`config.mk`:
```
export PLATFORM = sky130hd
export DESIGN_NAME = uart_rx_frontend_flat
export DESIGN_NICKNAME = d
export VERILOG_FILES = /design/src/rtl/uart_pkg.sv /design/src/rtl/uart_rx_frontend_if.sv /design/src/rtl/uart_baud_tick.sv /design/src/rtl/uart_rx_frontend.sv /design/src/flat_wrapper.sv
export SDC_FILE = /design/constraint.sdc
export NUM_CORES = 1
export LEC_CHECK = 0
export ABC_AREA = 1
export BUFFER_PORTS_ARGS = -buffer_cell sky130_fd_sc_hd__buf_2
export CAP_MARGIN = 15
export CORE_MARGIN = 4
export CORE_UTILIZATION = 39
export CTS_CLUSTER_SIZE = 16
export DETAILED_ROUTE_END_ITERATION = 10
export PLACE_DENSITY_LB_ADDON = 0.2
export SLEW_MARGIN = 15
export SYNTH_ARGS = -nofsm -noshare
export SYNTH_HDL_FRONTEND = slang
export SYNTH_SLANG_ARGS = --single-unit
```
`constraint.sdc`:
```
create_clock -name clk -period 2.5 [get_ports clk]
set_clock_uncertainty 0.2 [all_clocks]
set_input_delay 0.25 -clock clk [delete_from_list [all_inputs] [get_ports clk]]
set_output_delay 0.25 -clock clk [all_outputs]
set_load 0.01 [all_outputs]
```
`src/rtl/uart_pkg.sv`:
```
// Shared UART definitions: RX deframer state encoding, oversampling
// constants and register-file addresses used by the UART top.
package uart_pkg;

    typedef enum logic [2:0] {
        IDLE  = 3'd0,
        START = 3'd1,
        DATA  = 3'd2,
        STOP  = 3'd3,
        BREAK = 3'd4
    } rx_state_e;

    localparam int OVERSAMPLE = 16;
    localparam int MID_SAMPLE = 7;

    localparam logic [7:0] TX_DATA_ADDR  = 8'h00;
    localparam logic [7:0] RX_DATA_ADDR  = 8'h04;
    localparam logic [7:0] FREQ_DIV_ADDR = 8'h08;

    // True on the last oversample slot of a bit period.
    function automatic logic last_sample(input logic [3:0] cnt);
        return cnt == 4'(OVERSAMPLE - 1);
    endfunction

endpackage

```
`src/rtl/uart_rx_frontend_if.sv`:
```
// Signal bundle between the RX deframer and its surroundings.
//   rx_bit       serial line in (asynchronous, idles high)
//   freq_divider 16x tick period minus 1, in clk cycles
//   fifo_full    RX FIFO full flag
//   rx_data      received byte, valid with rx_push
//   rx_push      one-cycle push strobe to the RX FIFO
//   frame_err    one-cycle pulse, stop bit sampled low
//   overrun      one-cycle pulse, good byte dropped on full FIFO
//   busy         deframer not idle
// master: drives the line/config side; slave: the deframer.
interface uart_rx_frontend_if #(
    parameter int DATA_BITS = 8
);
    logic                 rx_bit;
    logic [7:0]           freq_divider;
    logic                 fifo_full;
    logic [DATA_BITS-1:0] rx_data;
    logic                 rx_push;
    logic                 frame_err;
    logic                 overrun;
    logic                 busy;

    modport master (
        output rx_bit, freq_divider, fifo_full,
        input  rx_data, rx_push, frame_err, overrun, busy
    );

    modport slave (
        input  rx_bit, freq_divider, fifo_full,
        output rx_data, rx_push, frame_err, overrun, busy
    );
endinterface

```
`src/rtl/uart_baud_tick.sv`:
```
// 16x oversampling tick generator, shareable between RX and TX.
//   clk, reset      system clock, synchronous active-high reset
//   i_freq_divider  tick period minus 1, in clk cycles
//   o_tick          one-clk tick every i_freq_divider+1 clks
module uart_baud_tick (
    input  logic       clk,
    input  logic       reset,
    input  logic [7:0] i_freq_divider,
    output logic       o_tick
);
    logic [7:0] r_count;

    // >= rather than == so a divider lowered mid-count ticks on the next
    // cycle instead of wrapping through 255.
    assign o_tick = (r_count >= i_freq_divider);

    always_ff @(posedge clk) begin
        if (reset)
            r_count <= 8'd0;
        else if (o_tick)
            r_count <= 8'd0;
        else
            r_count <= r_count + 8'd1;
    end
endmodule

```
`src/rtl/uart_rx_frontend.sv`:
```
// UART receive deframer: 8N1, 16x oversampling, mid-bit sampling.
//   clk, reset  system clock, synchronous active-high reset
//   rx_if       slave side of uart_rx_frontend_if (line, divider,
//               FIFO full in; data/push/frame_err/overrun/busy out)
module uart_rx_frontend
    import uart_pkg::*;
#(
    parameter int SYNC_STAGES = 2,
    parameter int DATA_BITS   = 8
) (
    input  logic                clk,
    input  logic                reset,
    uart_rx_frontend_if.slave   rx_if
);
    localparam logic [2:0] IDX_LAST = 3'(DATA_BITS - 1);

    logic [SYNC_STAGES-1:0] r_sync;
    logic                   w_rx_s;
    logic                   w_tick;

    rx_state_e              r_state,  w_state_nxt;
    logic [3:0]             r_cnt,    w_cnt_nxt;
    logic [2:0]             r_idx,    w_idx_nxt;
    logic [DATA_BITS-1:0]   r_shift,  w_shift_nxt;
    logic [DATA_BITS-1:0]   r_rx_data, w_rx_data_nxt;
    logic                   r_push,   w_push_nxt;
    logic                   r_frame_err, w_frame_err_nxt;
    logic                   r_overrun,   w_overrun_nxt;

    // Synchronizer resets to the idle (high) line level.
    always_ff @(posedge clk) begin
        if (reset)
            r_sync <= '1;
        else
            r_sync <= {r_sync[SYNC_STAGES-2:0], rx_if.rx_bit};
    end
    assign w_rx_s = r_sync[SYNC_STAGES-1];

    uart_baud_tick u_baud_tick (
        .clk            (clk),
        .reset          (reset),
        .i_freq_divider (rx_if.freq_divider),
        .o_tick         (w_tick)
    );

    always_ff @(posedge clk) begin
        if (reset) begin
            r_state     <= IDLE;
            r_cnt       <= 4'd0;
            r_idx       <= 3'd0;
            r_shift     <= '0;
            r_rx_data   <= '0;
            r_push      <= 1'b0;
            r_frame_err <= 1'b0;
            r_overrun   <= 1'b0;
        end else begin
            r_state     <= w_state_nxt;
            r_cnt       <= w_cnt_nxt;
            r_idx       <= w_idx_nxt;
            r_shift     <= w_shift_nxt;
            r_rx_data   <= w_rx_data_nxt;
            r_push      <= w_push_nxt;
            r_frame_err <= w_frame_err_nxt;
            r_overrun   <= w_overrun_nxt;
        end
    end

    always_comb begin
        w_state_nxt     = r_state;
        w_cnt_nxt       = r_cnt;
        w_idx_nxt       = r_idx;
        w_shift_nxt     = r_shift;
        w_rx_data_nxt   = r_rx_data;
        w_push_nxt      = 1'b0;
        w_frame_err_nxt = 1'b0;
        w_overrun_nxt   = 1'b0;

        if (w_tick) begin
            case (r_state)
                IDLE: begin
                    if (!w_rx_s) begin
                        w_state_nxt = START;
                        w_cnt_nxt   = 4'd0;
                    end
                end
                START: begin
                    // Re-check the line half a bit after the edge to reject glitches.
                    if (r_cnt == 4'(MID_SAMPLE)) begin
                        if (!w_rx_s) begin
                            w_state_nxt = DATA;
                            w_cnt_nxt   = 4'd0;
                            w_idx_nxt   = 3'd0;
                        end else begin
                            w_state_nxt = IDLE;
                        end
                    end else begin
                        w_cnt_nxt = r_cnt + 4'd1;
                    end
                end
                DATA: begin
                    if (last_sample(r_cnt)) begin
                        w_shift_nxt = {w_rx_s, r_shift[DATA_BITS-1:1]};
                        w_cnt_nxt   = 4'd0;
                        if (r_idx == IDX_LAST)
                            w_state_nxt = STOP;
                        else
                            w_idx_nxt = r_idx + 3'd1;
                    end else begin
                        w_cnt_nxt = r_cnt + 4'd1;
                    end
                end
                STOP: begin
                    if (last_sample(r_cnt)) begin
                        w_cnt_nxt = 4'd0;
                        if (w_rx_s) begin
                            w_state_nxt = IDLE;
                            if (!rx_if.fifo_full) begin
                                w_push_nxt    = 1'b1;
                                w_rx_data_nxt = r_shift;
                            end else begin
                                w_overrun_nxt = 1'b1;
                            end
                        end else begin
                            w_frame_err_nxt = 1'b1;
                            w_state_nxt     = BREAK;
                        end
                    end else begin
                        w_cnt_nxt = r_cnt + 4'd1;
                    end
                end
                BREAK: begin
                    // Wait out a held-low line so it yields one error, not a stream.
                    if (w_rx_s)
                        w_state_nxt = IDLE;
                end
                default: w_state_nxt = IDLE;
            endcase
        end
    end

    assign rx_if.rx_data   = r_rx_data;
    assign rx_if.rx_push   = r_push;
    assign rx_if.frame_err = r_frame_err;
    assign rx_if.overrun   = r_overrun;
    assign rx_if.busy      = (r_state != IDLE);
endmodule

```
`src/flat_wrapper.sv`:
```
// flat-port wrapper written by rule: the top's interface ports become plain ports
module uart_rx_frontend_flat import uart_pkg::*;
#(
    parameter int SYNC_STAGES = 2,
    parameter int DATA_BITS   = 8
)
  (clk, reset, rx_if_rx_bit, rx_if_freq_divider, rx_if_fifo_full, rx_if_rx_data, rx_if_rx_push, rx_if_frame_err, rx_if_overrun, rx_if_busy);
  uart_rx_frontend_if #(.DATA_BITS(DATA_BITS)) rx_if_i ();
  input  logic clk;
  input  logic reset;
  input wire logic [$bits(rx_if_i.rx_bit)-1:0] rx_if_rx_bit;
  input wire logic [$bits(rx_if_i.freq_divider)-1:0] rx_if_freq_divider;
  input wire logic [$bits(rx_if_i.fifo_full)-1:0] rx_if_fifo_full;
  output wire logic [$bits(rx_if_i.rx_data)-1:0] rx_if_rx_data;
  output wire logic [$bits(rx_if_i.rx_push)-1:0] rx_if_rx_push;
  output wire logic [$bits(rx_if_i.frame_err)-1:0] rx_if_frame_err;
  output wire logic [$bits(rx_if_i.overrun)-1:0] rx_if_overrun;
  output wire logic [$bits(rx_if_i.busy)-1:0] rx_if_busy;
  assign rx_if_i.rx_bit = rx_if_rx_bit;
  assign rx_if_i.freq_divider = rx_if_freq_divider;
  assign rx_if_i.fifo_full = rx_if_fifo_full;
  assign rx_if_rx_data = rx_if_i.rx_data;
  assign rx_if_rx_push = rx_if_i.rx_push;
  assign rx_if_frame_err = rx_if_i.frame_err;
  assign rx_if_overrun = rx_if_i.overrun;
  assign rx_if_busy = rx_if_i.busy;
  uart_rx_frontend #(.SYNC_STAGES(SYNC_STAGES), .DATA_BITS(DATA_BITS)) u_core (.clk(clk), .reset(reset), .rx_if(rx_if_i));
endmodule
```
---- Yosys cells after proc, flatten, opt, wreduce, memory -nomap -nowiden ----
Index checks and enable logic that the tools add are counted.
cells by class
  add/subtract/negate cells ............... 3
  bitwise logic cells ..................... 5
  reduce and logical (&&, ||, !) cells .... 13
  equality and inequality tests ........... 15
  mux-type cells .......................... 21
  magnitude comparators ................... 1
operators by type and width
  kind                 number
  $mux 3               11
  $pmux 3 s5           1
  $mux 4               3
  $pmux 4 s3           1
  $ne 2x1->1 const B   5
  $add 8x1->8 const B  1
  $ge 8x8->1           1
  $reduce_and 7->1     1
  $eq 3x2->1 const B   2
  $eq 3x3->1 const B   2
  $ne 2x2->1 const B   3
  $pmux 3 s2           1
  $reduce_and 6->1     1
  $reduce_bool 3->1    2
  $not 1->1            5
  $reduce_and 5->1     1
  $reduce_or 5->1      1
  $add 4x1->4 const B  1
  $eq 4x3->1 const B   1
  $eq 4x4->1 const B   1
  $reduce_or 2->1      2
  $reduce_or 4->1      1
  $add 3x1->3 const B  1
  $eq 3x1->1 const B   1
  other kinds (6)      8
storage, ports and cells
  bits in registers ....................... 39
  output and inout bits ................... 12

---- Longest topological paths before layout ----
  depth after elaboration ................. 4
  mapped depth ............................ 13

---- Modules after synthesis ----
Synthesis repeated with hierarchy kept, for this count alone.
second synthesis, totals
  cells, all modules ...................... 267
  area total of the unflattened synthesis .. 1990.7 um^2
modules (own cells, without submodules)
  module            cells each  area each (um^2)  times used
  uart_rx_frontend  192         1423.9            1
  uart_baud_tick    75          566.8             1

---- Worst setup path after synthesis ----
Ideal clock, no wire load.
  kind .................................... reg-to-reg
  start ................................... reg u_core.u_baud_tick.r_count[0]
  end ..................................... reg u_core.r_shift[0]
  arrival ................................. 1.466 ns
  library setup time ...................... 0.116 ns
  buffers on the path ..................... 0
  setup slack ............................. 0.718 ns
  data required time ...................... 2.184 ns
  stages on the path, launching flop included .. 13
  cell sequence ........................... dfxtp_1 inv_1 ha_1 nand2_1 nor2_1 nor2_1 nand2_1 nand2_1 nand2_1 nand2_1 inv_2 nor2_1 nor2_1
on the way
  longest elaborated chain between the ends .. 2
ends and longest elaborated chain
  item                        RTL line                text
  start, declared             uart_baud_tick.sv:11    logic [7:0] r_count;
  start signal, assigned      uart_baud_tick.sv:23    r_count <= r_count + 8'd1;
  $ge 8x8->1                  uart_baud_tick.sv:15    assign o_tick = (r_count >= i_freq_divider);
  $reduce_and 3->1 (no line)  -
  end signal, assigned        uart_rx_frontend.sv:60  r_shift <= w_shift_nxt;
  end, declared               uart_rx_frontend.sv:24  logic [DATA_BITS-1:0] r_shift, w_shift_nxt;
Every way passes these cells.
A chain may end at the register's enable or synchronous reset.

---- Final worst setup path ----
  start ................................... reg u_core.u_baud_tick.r_count[0]
  end ..................................... reg u_core.r_shift[4]
Same word-level chain as after synthesis.

==> flow_summary.ini <==
[status]
status = finished, final reports clean

[finish]
final_area_um2 = 2330
diodes = 0
synthToLayoutAreaGrowth_pct = 16.0
layout-drive-gt1-share = 0.149
nFillCells = 503
fin_nets = 345

[global_route]
grt_pass1_vias = 1595
grt_max_degree = 24
grt_pass1_wl_um = 7220
grt_overflow = 0
grt_util_all_layers = 0.144
antenna_found_initial = 0

[critical_path]
rrSetupSlack_ps = 290
path_delay_family = simple AND/OR/NAND/NOR gates
start_kind = flip-flop
cp.arrival_ps = 2240
crit_path_top_delay_cell = dfxtp_1
critPathKind = flip-flop to flip-flop
cpPeakStageDelay_ps = 390
crit_buf_inv = 2
crit_top_cell = nand2_1
critical_path_peak_fanout = 9
crit_required_ps = 2540
crit_path_cell_trace = inv_1 -> ha_1 -> nand2_1 -> nor2_1 -> nor2_1 -> nand2_1 -> nand2_1 -> nand2_1 -> nand2_1 -> inv_2 -> nor2_1 -> nor2_1
cp-end-kind = flip-flop

[timing]
worst_pin_slew_ps = 477
period_share = 0.883
setup_tns_ps = 0
fmax_mhz = 453
hold_viol_final = 0
rsz0062_at_grt = no
setup_viol = 0
period_needed_ps = 2210
maxSlewViolCount = 0
relSlewSlack = 0.679

[run]
maxCapViolCount = 0

[power]
power_frac_comb = 0.056
power.density_nw_per_um2 = 526
seq_power_share = 0.517
p_leak_nw = 1.12
ir_drop_mv = 0.254
clkPwrFrac = 0.427
switching_share = 0.222
internal-power_uw = 953
p_sw_uw = 272

[detailed_routing]
viasPerCell = 4.63
drc_errors = 0
vias = 1800
drt_first_pass_iters = 6
drtIter0Drc = 74
drtAntennaViolNets = 0
drt_wl_total_um = 4020
wl_per_cell_um = 10.3

[placement]
dpl.hpwl_um = 2970
place.gp.congestion = 0.863
place_area_um2 = 2200
port_buffers = 23

[yosys]
synth.top_cell.area_share = 0.390
syn_area_per_cell_um2 = 6.89
yosysWarnings = 0
synthArstFlopShare = 0
synth_cell_types = 27
synthFlopType = dfxtp_1
ys_seq_elements = 39
yosysMostFrequentCell = nor2_1
synthTopCellsByCount = nor2_1, nand2_1, dfxtp_1
syn_nets = 315
synth-seq-area-share = 0.390
syn_inst = 291
synth_top_area_cell = dfxtp_1
syn_area_um2 = 2000
synth_enable_flop_cells = 0
synthTopCellsByArea = dfxtp_1, nor2_1, nand2_1

[cts]
cts_tree = built
clkTransAtPathRegs_ps = 80
cts.sinks = 39
clock_path_buffers = 2
cts-root-buf = clkbuf_8
cts_buffers = 5
h-tree-depth = 2
clk_latency_ps = 300

[min_path]
min_path_type = input port to flip-flop

[die]
pin_count = 24
die_h_um = 79.7
die_x_um = 79.7
dieArea_um2 = 6350
core_area_um2 = 4850
start_util = 0.413
rows = 25
## registers in the layout (all words and copies together) (netlist names)
register and flops:
u_core.r_cnt 4, u_core.rx_if.rx_data 8, u_core.r_state 3, u_core.rx_if.rx_push 1, u_core.r_sync 2, u_core.rx_if.overrun 1, u_core.rx_if.frame_err 1, u_core.u_baud_tick.r_count 8
u_core.r_shift 8, u_core.r_idx 3
## power groups by stage
stage	Sequential, mW	Clock, mW	Combinational, mW
after floorplan	0.646	0	0.0463
after global placement	0.648	0	0.0668
after detailed placement	0.647	0	0.0682
after CTS	0.633	0.538	0.0701
after global routing	0.634	0.573	0.0823
final	0.633	0.522	0.0687
## worst register-to-register path, cell delays in order, from the launching register on
cell	delay, ps
dfxtp_1	390
inv_1	60
ha_1	280
nand2_1	50
nor2_1	80
nor2_1	40
nand2_1	60
nand2_1	60
nand2_1	260
nand2_1	280
inv_2	210
nor2_1	60
nor2_1	100
## cell families after synthesis
family / after synthesis / synth area share
AND/OR/NAND/NOR: 162 / 0.349
adder cells (fa/ha/maj): 12 / 0.0749
buffers and inverters: 44 / 0.0868
XOR/XNOR: 4 / 0.0175
flip-flops: 39 / 0.390
AO/OA/AOI/OAI: 30 / 0.0824
## cells in the final DEF (no fill, tap or decap)
cell,count
clkinv_2,2
nor3_1,3
clkinv_4,1
a21o_1,1
bufinv_16,1
dfxtp_1,39
buf_4,3
nor3b_1,1
a21oi_4,1
nand2_2,2
buf_2,23
nor2_4,1
xor2_1,3
ha_1,12
nor2_1,61
inv_2,4
or2_2,2
clkbuf_8,5
o21ai_0,21
dlygate4sd3_1,1
nor3_2,1
o22ai_1,1
xnor2_1,1
a21oi_1,6
nand2_1,55
inv_1,35
nand4_1,7
nor2_2,1
nand3_1,27
nand3_2,1
## what timing repair did
item                      in CTS  in global routing
gates resized for setup        0                  0
hold endpoints to repair       1                  0
buffers inserted               0                  0
hold buffers                   1                  0
## through the flow
| step | utilization | setup slack [ps] | hold WS [ps] | power, mW | instances |
|---|---|---|---|---|---|
| floorplan | - | 718 | 119 | 0.693 | 291 |
| global placement | 0.454 | 356 | 193 | 0.714 | 380 |
| detailed placement | 0.454 | 323 | 197 | 0.716 | 380 |
| CTS | 0.480 | 266 | 19.3 | 1.24 | 389 |
| global route | 0.480 | 41.4 | 33.1 | 1.29 | 389 |
| finish | 0.480 | 293 | 19.2 | 1.22 | 389 |
## metal layers
layer | vias to the layer above | track usage | routed length (um)
li1 | 986 | - | -
met1 | 779 | 0.196 | 2110
met2 | 28 | 0.216 | 1700
met3 | 7 | 0.0339 | 145
met4 | 0 | 0.0584 | 57
met5 | - | 0 | 0
## path summary, 6_finish.rpt
path | cells after the start | from | end
worst max-delay path | 12 | u_core.u_baud_tick.r_count[0] | u_core.r_shift[4]
worst min-delay path | 2 | reset | u_core.r_cnt[2]
worst max register to register | 12 | u_core.u_baud_tick.r_count[0] | u_core.r_shift[4]
worst min register to register | 1 | u_core.r_sync[0] | u_core.r_sync[1]
## area by class of cell
class | count | area [um^2] | share of cell area
Multi-Input combinational cell | 208 | 1050 | 0.451
Tap cell | 67 | 83.8 | 0.0360
Clock buffer | 5 | 68.8 | 0.0296
Sequential cell | 39 | 781 | 0.336
Timing Repair Buffer | 27 | 148 | 0.0635
Clock inverter | 3 | 43.8 | 0.0188
Inverter | 40 | 151 | 0.0651
No activity file was read; power rests on OpenSTA's default activity.
